--- config.mk ---
export PLATFORM = sky130hd
export DESIGN_NAME = hyperbus_txn_ctrl
export DESIGN_NICKNAME = d
export VERILOG_FILES = /design/src/rtl/hyperbus_txn_ctrl.sv
export SDC_FILE = /design/constraint.sdc
export NUM_CORES = 1
export LEC_CHECK = 0
export ABC_AREA = 1
export BUFFER_PORTS_ARGS = -buffer_cell sky130_fd_sc_hd__buf_2
export CAP_MARGIN = 20
export CORE_MARGIN = 3
export CORE_UTILIZATION = 45
export DETAILED_ROUTE_END_ITERATION = 8
export PLACE_DENSITY = 0.8
export SLEW_MARGIN = 20
export SYNTH_ARGS = -nofsm -noshare
export SYNTH_HDL_FRONTEND = slang
export SYNTH_SLANG_ARGS = --single-unit
--- constraint.sdc ---
create_clock -name clk -period 1.65 [get_ports clk]
set_input_delay 0.0825 -clock clk [delete_from_list [all_inputs] [get_ports clk]]
set_output_delay 0.0825 -clock clk [all_outputs]
set_load 0.005 [all_outputs]
--- src/rtl/hyperbus_txn_ctrl.sv ---
// hyperbus_txn_ctrl: single-word HyperBus-style transaction controller.
// One 32-bit read or write per request: 6-byte command-address phase,
// LATENCY idle clocks, then 4 data bytes (SDR, one byte per clk).
// Optional macro HB_RWDS_TIMEOUT_EN bounds the read-data wait to TIMEOUT clocks
// and reports an expired wait through rsp_err.
//
// state  | meaning
// -------+---------------------------------------------------------------
// IDLE   | bus released, req_ready high, waiting for req_valid
// CA     | shifting out the 48-bit command-address word, MSB byte first
// LAT    | initial latency, bus not driven, cs_n held low
// DATA   | write: drive 4 bytes; read: capture bytes strobed by rwds_in
// DONE   | one-cycle response pulse, cs_n high
module hyperbus_txn_ctrl #(
    parameter int LATENCY = 6,
    parameter int TIMEOUT = 64
) (
    input  logic        clk,
    input  logic        rst_n,
    input  logic        req_valid,
    output logic        req_ready,
    input  logic        req_write,
    input  logic [31:0] req_addr,
    input  logic [31:0] req_wdata,
    output logic        rsp_valid,
    output logic [31:0] rsp_rdata,
    output logic        rsp_err,
    output logic        cs_n,
    output logic [7:0]  dq_out,
    output logic        dq_oe,
    input  logic [7:0]  dq_in,
    output logic        rwds_out,
    output logic        rwds_oe,
    input  logic        rwds_in
);

    typedef enum logic [2:0] {
        S_IDLE,
        S_CA,
        S_LAT,
        S_DATA,
        S_DONE
    } state_t;

    localparam logic [4:0] LAT_LOAD = 5'(LATENCY - 1);
`ifdef HB_RWDS_TIMEOUT_EN
    localparam logic [7:0] TMO_LOAD = 8'(TIMEOUT - 1);
`endif

    state_t      r_state;
    logic        r_write;
    logic [39:0] r_ca;
    logic [31:0] r_wdata;
    logic [31:0] r_rdata;
    logic [4:0]  r_cnt;
    logic [1:0]  r_nbyte;
`ifdef HB_RWDS_TIMEOUT_EN
    logic [7:0]  r_tmo;
`endif

    logic        r_req_ready;
    logic        r_rsp_valid;
    logic [31:0] r_rsp_rdata;
    logic        r_rsp_err;
    logic        r_cs_n;
    logic [7:0]  r_dq_out;
    logic        r_dq_oe;
    logic        r_rwds_oe;

    logic [47:0] w_ca;
    logic [31:0] w_rdata_next;
    logic        w_rd_last;

    // Command-address word built straight from the request inputs so it can be latched on accept.
    assign w_ca         = {~req_write, 1'b0, 1'b1, req_addr[31:3], 13'd0, req_addr[2:0]};
    assign w_rdata_next = {r_rdata[23:0], dq_in};
    assign w_rd_last    = rwds_in && (r_nbyte == 2'd3);

    // Transaction sequencer; every output is registered and set for the state being entered.
    always_ff @(posedge clk) begin
        if (!rst_n) begin
            r_state     <= S_IDLE;
            r_write     <= 1'b0;
            r_ca        <= '0;
            r_wdata     <= '0;
            r_rdata     <= '0;
            r_cnt       <= '0;
            r_nbyte     <= '0;
`ifdef HB_RWDS_TIMEOUT_EN
            r_tmo       <= '0;
`endif
            r_req_ready <= 1'b0;
            r_rsp_valid <= 1'b0;
            r_rsp_rdata <= '0;
            r_rsp_err   <= 1'b0;
            r_cs_n      <= 1'b1;
            r_dq_out    <= '0;
            r_dq_oe     <= 1'b0;
            r_rwds_oe   <= 1'b0;
        end else begin
            case (r_state)
                S_IDLE: begin
                    if (req_valid && r_req_ready) begin
                        r_req_ready <= 1'b0;
                        r_write     <= req_write;
                        r_wdata     <= req_wdata;
                        r_ca        <= w_ca[39:0];
                        r_dq_out    <= w_ca[47:40];
                        r_dq_oe     <= 1'b1;
                        r_cs_n      <= 1'b0;
                        r_cnt       <= 5'd5;
                        r_state     <= S_CA;
                    end else begin
                        r_req_ready <= 1'b1;
                    end
                end
                S_CA: begin
                    if (r_cnt == 5'd0) begin
                        r_dq_oe  <= 1'b0;
                        r_dq_out <= '0;
                        r_cnt    <= LAT_LOAD;
                        r_state  <= S_LAT;
                    end else begin
                        r_dq_out <= r_ca[39:32];
                        r_ca     <= {r_ca[31:0], 8'h00};
                        r_cnt    <= r_cnt - 5'd1;
                    end
                end
                S_LAT: begin
                    if (r_cnt == 5'd0) begin
                        r_nbyte <= '0;
                        r_rdata <= '0;
`ifdef HB_RWDS_TIMEOUT_EN
                        r_tmo   <= TMO_LOAD;
`endif
                        if (r_write) begin
                            r_dq_oe   <= 1'b1;
                            r_rwds_oe <= 1'b1;
                            r_dq_out  <= r_wdata[31:24];
                            r_wdata   <= {r_wdata[23:0], 8'h00};
                            r_cnt     <= 5'd3;
                        end
                        r_state <= S_DATA;
                    end else begin
                        r_cnt <= r_cnt - 5'd1;
                    end
                end
                S_DATA: begin
                    if (r_write) begin
                        if (r_cnt == 5'd0) begin
                            r_cs_n      <= 1'b1;
                            r_dq_oe     <= 1'b0;
                            r_rwds_oe   <= 1'b0;
                            r_dq_out    <= '0;
                            r_rsp_valid <= 1'b1;
                            r_rsp_rdata <= '0;
                            r_rsp_err   <= 1'b0;
                            r_state     <= S_DONE;
                        end else begin
                            r_dq_out <= r_wdata[31:24];
                            r_wdata  <= {r_wdata[23:0], 8'h00};
                            r_cnt    <= r_cnt - 5'd1;
                        end
                    end else if (w_rd_last) begin
                        // A byte arriving on the final allowed cycle still completes normally.
                        r_cs_n      <= 1'b1;
                        r_rsp_valid <= 1'b1;
                        r_rsp_rdata <= w_rdata_next;
                        r_rsp_err   <= 1'b0;
                        r_state     <= S_DONE;
`ifdef HB_RWDS_TIMEOUT_EN
                    end else if (r_tmo == 8'd0) begin
                        r_cs_n      <= 1'b1;
                        r_rsp_valid <= 1'b1;
                        r_rsp_rdata <= '0;
                        r_rsp_err   <= 1'b1;
                        r_state     <= S_DONE;
`endif
                    end else begin
                        if (rwds_in) begin
                            r_rdata <= w_rdata_next;
                            r_nbyte <= r_nbyte + 2'd1;
                        end
`ifdef HB_RWDS_TIMEOUT_EN
                        r_tmo <= r_tmo - 8'd1;
`endif
                    end
                end
                S_DONE: begin
                    r_rsp_valid <= 1'b0;
                    r_rsp_rdata <= '0;
                    r_rsp_err   <= 1'b0;
                    r_req_ready <= 1'b1;
                    r_state     <= S_IDLE;
                end
                default: begin
                    r_state <= S_IDLE;
                end
            endcase
        end
    end

    assign req_ready = r_req_ready;
    assign rsp_valid = r_rsp_valid;
    assign rsp_rdata = r_rsp_rdata;
    assign rsp_err   = r_rsp_err;
    assign cs_n      = r_cs_n;
    assign dq_out    = r_dq_out;
    assign dq_oe     = r_dq_oe;
    assign rwds_out  = 1'b0;
    assign rwds_oe   = r_rwds_oe;

endmodule

== Yosys cells after proc, flatten, opt, wreduce, memory -nomap -nowiden ==
Index checks and enable logic that the tools add are counted.
Storage, ports and cells
  memory bits (writable): 0
  latch bits: 0
  register bits after elaboration: 153
  output and inout bits: 47
  memories: 0
  input bits: 77
  memory bits (read-only): 0
Operators by class
  eq/ne operators: 19
  divide/modulo/power cells: 0
  shifts and indexed selects: 0
  reduce and logical (&&, ||, !) cells: 21
  $mul: 0
  $lt $le $gt $ge: 0
  multiplexer cells: 63
  $add $sub $neg: 2
  bitwise logic cells: 1
Operators by type and width (number)
  32-bit 2-to-1 mux: 8
  32-bit case mux with 3 select lines: 1
  40-bit 2-to-1 mux: 2
  40-bit case mux with 2 select lines: 1
  24-bit 2-to-1 mux: 3
  32-bit case mux with 2 select lines: 1
  8-bit 2-to-1 mux: 6
  24-bit case mux with 2 select lines: 1
  8-bit case mux with 4 select lines: 1
  5-bit 2-to-1 mux: 6
  5-bit AND reduction: 5
  2-bit inequality test, second input constant: 11
  5-bit case mux with 4 select lines: 1
  3-bit 2-to-1 mux: 6
  1-bit 2-to-1 mux: 14
  3-bit case mux with 4 select lines: 1
  1-bit case mux with 2 select lines: 5
  2-bit nonzero test: 5
  3-bit inequality test, second input constant: 3
  2-bit 2-to-1 mux: 4
  3-bit by 2-bit == test with 1-bit output, second input constant: 2
  3-bit AND reduction: 2
  6-bit AND reduction: 1
  5-bit zero test: 1
  other kinds (14): 15

== Logic depth before layout (Yosys ltp) ==
  depth after elaboration: 5
  depth in mapped cells: 11
  mapped depth without buffers: 10

== Least setup slack after synthesis ==
No wires, ideal clock.
  path type: register -> register
  from: register r_cnt[0]
  to: register r_wdata[10]
  path slack: 78 ps
  setup time: 118 ps
  buffers on the path: 1
  cell stages (with the launch flop): 10
  data arrival time: 1454 ps
  path through: dfxtp_1 inv_1 ha_1 nand3_2 nand2_1 nand2_1 nand2_4 buf_2 nor3_1 nor2_1
Between the ends
  word-level cells in the longest chain between the ends: 3
  elaborated cells on any way between the ends: 4
  those cells by class: eq/ne: 2; reduce/logical: 2
RTL lines
  from (decl): RTL line 55  | logic [4:0] r_cnt;
  from (signal assigned): RTL line 126  | r_cnt <= r_cnt - 5'd1;
  from (signal assigned): RTL line 145  | r_cnt <= r_cnt - 5'd1;
  from (signal assigned): RTL line 162  | r_cnt <= r_cnt - 5'd1;
  5-bit zero test (*): RTL line 130, 150
  2-bit inequality test (no source line)
  6-bit AND reduction (no source line) (*)
  to (signal assigned): RTL line 106  | r_wdata <= req_wdata;
  to (signal assigned): RTL line 140  | r_wdata <= {r_wdata[23:0], 8'h00};
  to (signal assigned): RTL line 161  | r_wdata <= {r_wdata[23:0], 8'h00};
  to (decl): RTL line 53  | logic [31:0] r_wdata;
Mark *: on every way between the ends. The rest lies on a longest branch, timed or not.
A chain may end at the register's enable or synchronous reset.

== Worst setup path in the final report ==
  from: register r_write
  to: register r_wdata[23]
Between the ends
  word-level cells in the longest chain between the ends: 2
  elaborated cells on any way between the ends: 3
  those cells by class: eq/ne: 2; reduce/logical: 1
RTL lines
  from (decl): RTL line 51  | logic r_write;
  from (signal assigned): RTL line 105  | r_write <= req_write;
  2-bit inequality test (no source line)
  6-bit AND reduction (no source line) (*)
Marks and branches as above.

==> flow_summary.toml <==
[global_routing]
grt_max_degree = 60
grt_pass1_vias = 6228
grt_usage = 0.215
grt_pass1_wl_um = 28200
overflow = 0
antenna_found_initial = 0

[worst_setup_path]
slowest_delay_ns = 0.42
worst_ep_required_time_ns = 2.00
cp_top_family = "simple AND/OR/NAND/NOR gates"
slowest_stage = "dfxtp_1"
crit_top_cell = "nor2_1"
path_cells = "inv_1 -> nand2_1 -> nor2_1 -> nor2_2 -> nand2_4 -> nor2_8 -> clkbuf_16 -> o21ai_1 -> nor2_1"
cp.arrival_ns = 1.97
path_class = "reg2reg"
path_buf_inv = 2
crit_path_end_kind = "register"
crit_path_max_fanout = 13
start_kind = "register"

[synth]
synth.area.mux_share = 0
syn_area_per_cell_um2 = 7.12
syn_area_um2 = 6370
synthAdderAreaFrac = 0.00393
netlist_instances = 895
synth_top_family_by_area = "simple AND/OR/NAND/NOR gates"
yosysUniqueCellTypes = 29
synth-simple-area-share = 0.314
ys_ff_latch = 142
synth-seq-area-share = 0.446
synth-xor-area-share = 0.00275
ys.warnings.count = 0
synth-compound-area-share = 0.148

[clock_network]
clockRootBuffer = "clkbuf_16"
cts.sinks = 142
path_clk_slew_ns = 0.06
cts_tree = "built"
cts_max_path_buffers = 2
htree_levels = 4
clock_latency_ns = 0.43
cts_buffers = 17

[worst_hold_path]
hold_path.class = "in2reg"

[placed_design]
routabilityCongestion = 0.911
port-buffer-count = 121
dp_cells = 1168
hpwl_um = 10700

[die]
die_h_um = 125
start_util = 0.470
coreArea_um2 = 13600
fp.dieW_um = 125
rows = 42
die-area_um2 = 15600
num_io_pins = 124

[routing]
wl_met3_um = 977
drc = 0
wl_per_cell_um = 13.8
vias = 6536
drt_wl_total_um = 17300
drtPass1Iterations = 5
antenna_left = 0
met1Wirelength_um = 7230
top_layer_used = "met4"
wl_met2_um = 8630
drt_iter0_markers = 504
viasPerCell = 5.20

[finish]
layout_common_cells = "nand2_1 (231), dfxtp_1 (139), buf_2 (121), nor2_1 (95), a21oi_1 (83)"
diodes = 0
seq_area_um2 = 2850
fin_cells = 1257
syn2layout_area_growth_pct = 34.7
multi_input_area_um2 = 3090
nNetsFinal = 1147
fillers = 1150
layout_commonest_cell = "nand2_1"
drive_above_1_share = 0.215
utilization = 0.633

[timing]
hold_violations = 0
finalSetupViolations = 0
period_share = 0.978
layout_min_cycle_time_ns = 1.61
slew_viol_final = 0
fmaxAchievable_mhz = 620
finalClockSkew_ns = 0.0194

[power]
peakVddDrop_uv = 1000
leakagePower_nw = 3.93
power.density_nw_per_um2 = 1480

[flow_run]
maxCapViolations = 0

[outcome]
status = "finished clean"
-- per-stage QoR --
stage	TNS (ns)	area (µm²)	hold slack [ns]	setup slack [ns]	total power, mW
after global routing	-0.109	8590	0.00793	-0.0297	13.5
after global placement	0	7260	0.356	0.0189	8.17
after CTS	0	8400	0.000326	0.00557	12.4
after floorplan	0	6380	0.230	0.0779	7.13
after detailed placement	0	7260	0.360	0.00425	8.24
final	0	8590	0.000277	0.0359	12.7
-- area by class of cell --
type | instances | area share
multi-input combinational | 637 | 0.359
sequential | 142 | 0.332
timing repair buffer | 212 | 0.185
clock buffer | 27 | 0.0609
inverter | 58 | 0.0262
tap | 176 | 0.0256
clock inverter | 5 | 0.0117
-- flip-flops by register name, summed over array words and instances (netlist names) --
signal and flops:
rsp_rdata 32, r_rdata 24, cs_n 1, r_write 1, rwds_oe 1, r_state 3
rsp_valid 1, dq_oe 1, r_wdata 32, r_cnt 5, dq_out 8, req_ready 1
r_nbyte 2, r_ca 30
-- routing by layer --
layer / up-vias / GRT usage
met5: - / 0
met4: 0 / 0.0963
met3: 37 / 0.0580
met2: 217 / 0.364
met1: 3008 / 0.256
li1: 3274 / -
-- worst min-delay path, delay by kind of cell --
family | cells | cell delay, ns
AOI/OAI and AO/OA | 1 | 0.12
buffers and inverters | 1 | 0.07
and+or+nand+nor | 2 | 0.11
-- worst paths after layout --
kind | startpoint | to | slack [ns] | depth (start not counted)
worst max-delay path | r_write$_SDFFE_PN0P_ | r_wdata[23]$_SDFFE_PN0P_ | 0.04 | 9
worst min-delay path | req_addr[19] | r_ca[32]$_SDFFE_PN0P_ | 0.0003 | 4
worst max register to register | r_write$_SDFFE_PN0P_ | r_wdata[23]$_SDFFE_PN0P_ | 0.04 | 9
worst min register to register | r_rdata[21]$_SDFFE_PN0P_ | r_rdata[21]$_SDFFE_PN0P_ | 0.44 | 2
-- where the power goes --
part | internal, mW | switching [mW] | total (mW)
Clock | 2.62 | 1.37 | 3.99
Sequential | 4.19 | 0.471 | 4.67
Combinational | 1.74 | 2.33 | 4.07
-- cells by family after synthesis --
kind of cell,count (synthesis)
compound gates,171
fa+ha+maj,2
buf+inv,117
simple gates,460
other cells,1
xor+xnor,2
flops,142
-- synth_stat cells, drive strengths merged --
| cell type | number | area share |
|---|---|---|
| o211a | 17 | 0.027 |
| a31oi | 1 | 0.00098 |
| nor2 | 102 | 0.068 |
| nand3 | 80 | 0.067 |
| nand2 | 242 | 0.15 |
| xor2 | 1 | 0.0014 |
| buf | 39 | 0.038 |
| nor3 | 27 | 0.021 |
| ha | 2 | 0.0039 |
| dfxtp | 142 | 0.45 |
| clkbuf | 20 | 0.012 |
| xnor2 | 1 | 0.0014 |
| o21ai | 70 | 0.055 |
| a21oi | 83 | 0.065 |
| nand4 | 9 | 0.0088 |
| inv | 57 | 0.034 |
| clkinv | 1 | 0.00059 |
| conb | 1 | 0.00059 |
-- timing repair --
action,4_1_cts,5_1_grt
hold endpoints to repair,49,0
resized for setup,5,28
pin swaps,0,7
buffers inserted,0,5
endpoints found under the setup margin,22,128
gates cloned,0,2
hold buffers,50,0
(Power assumes the default switching activity.)
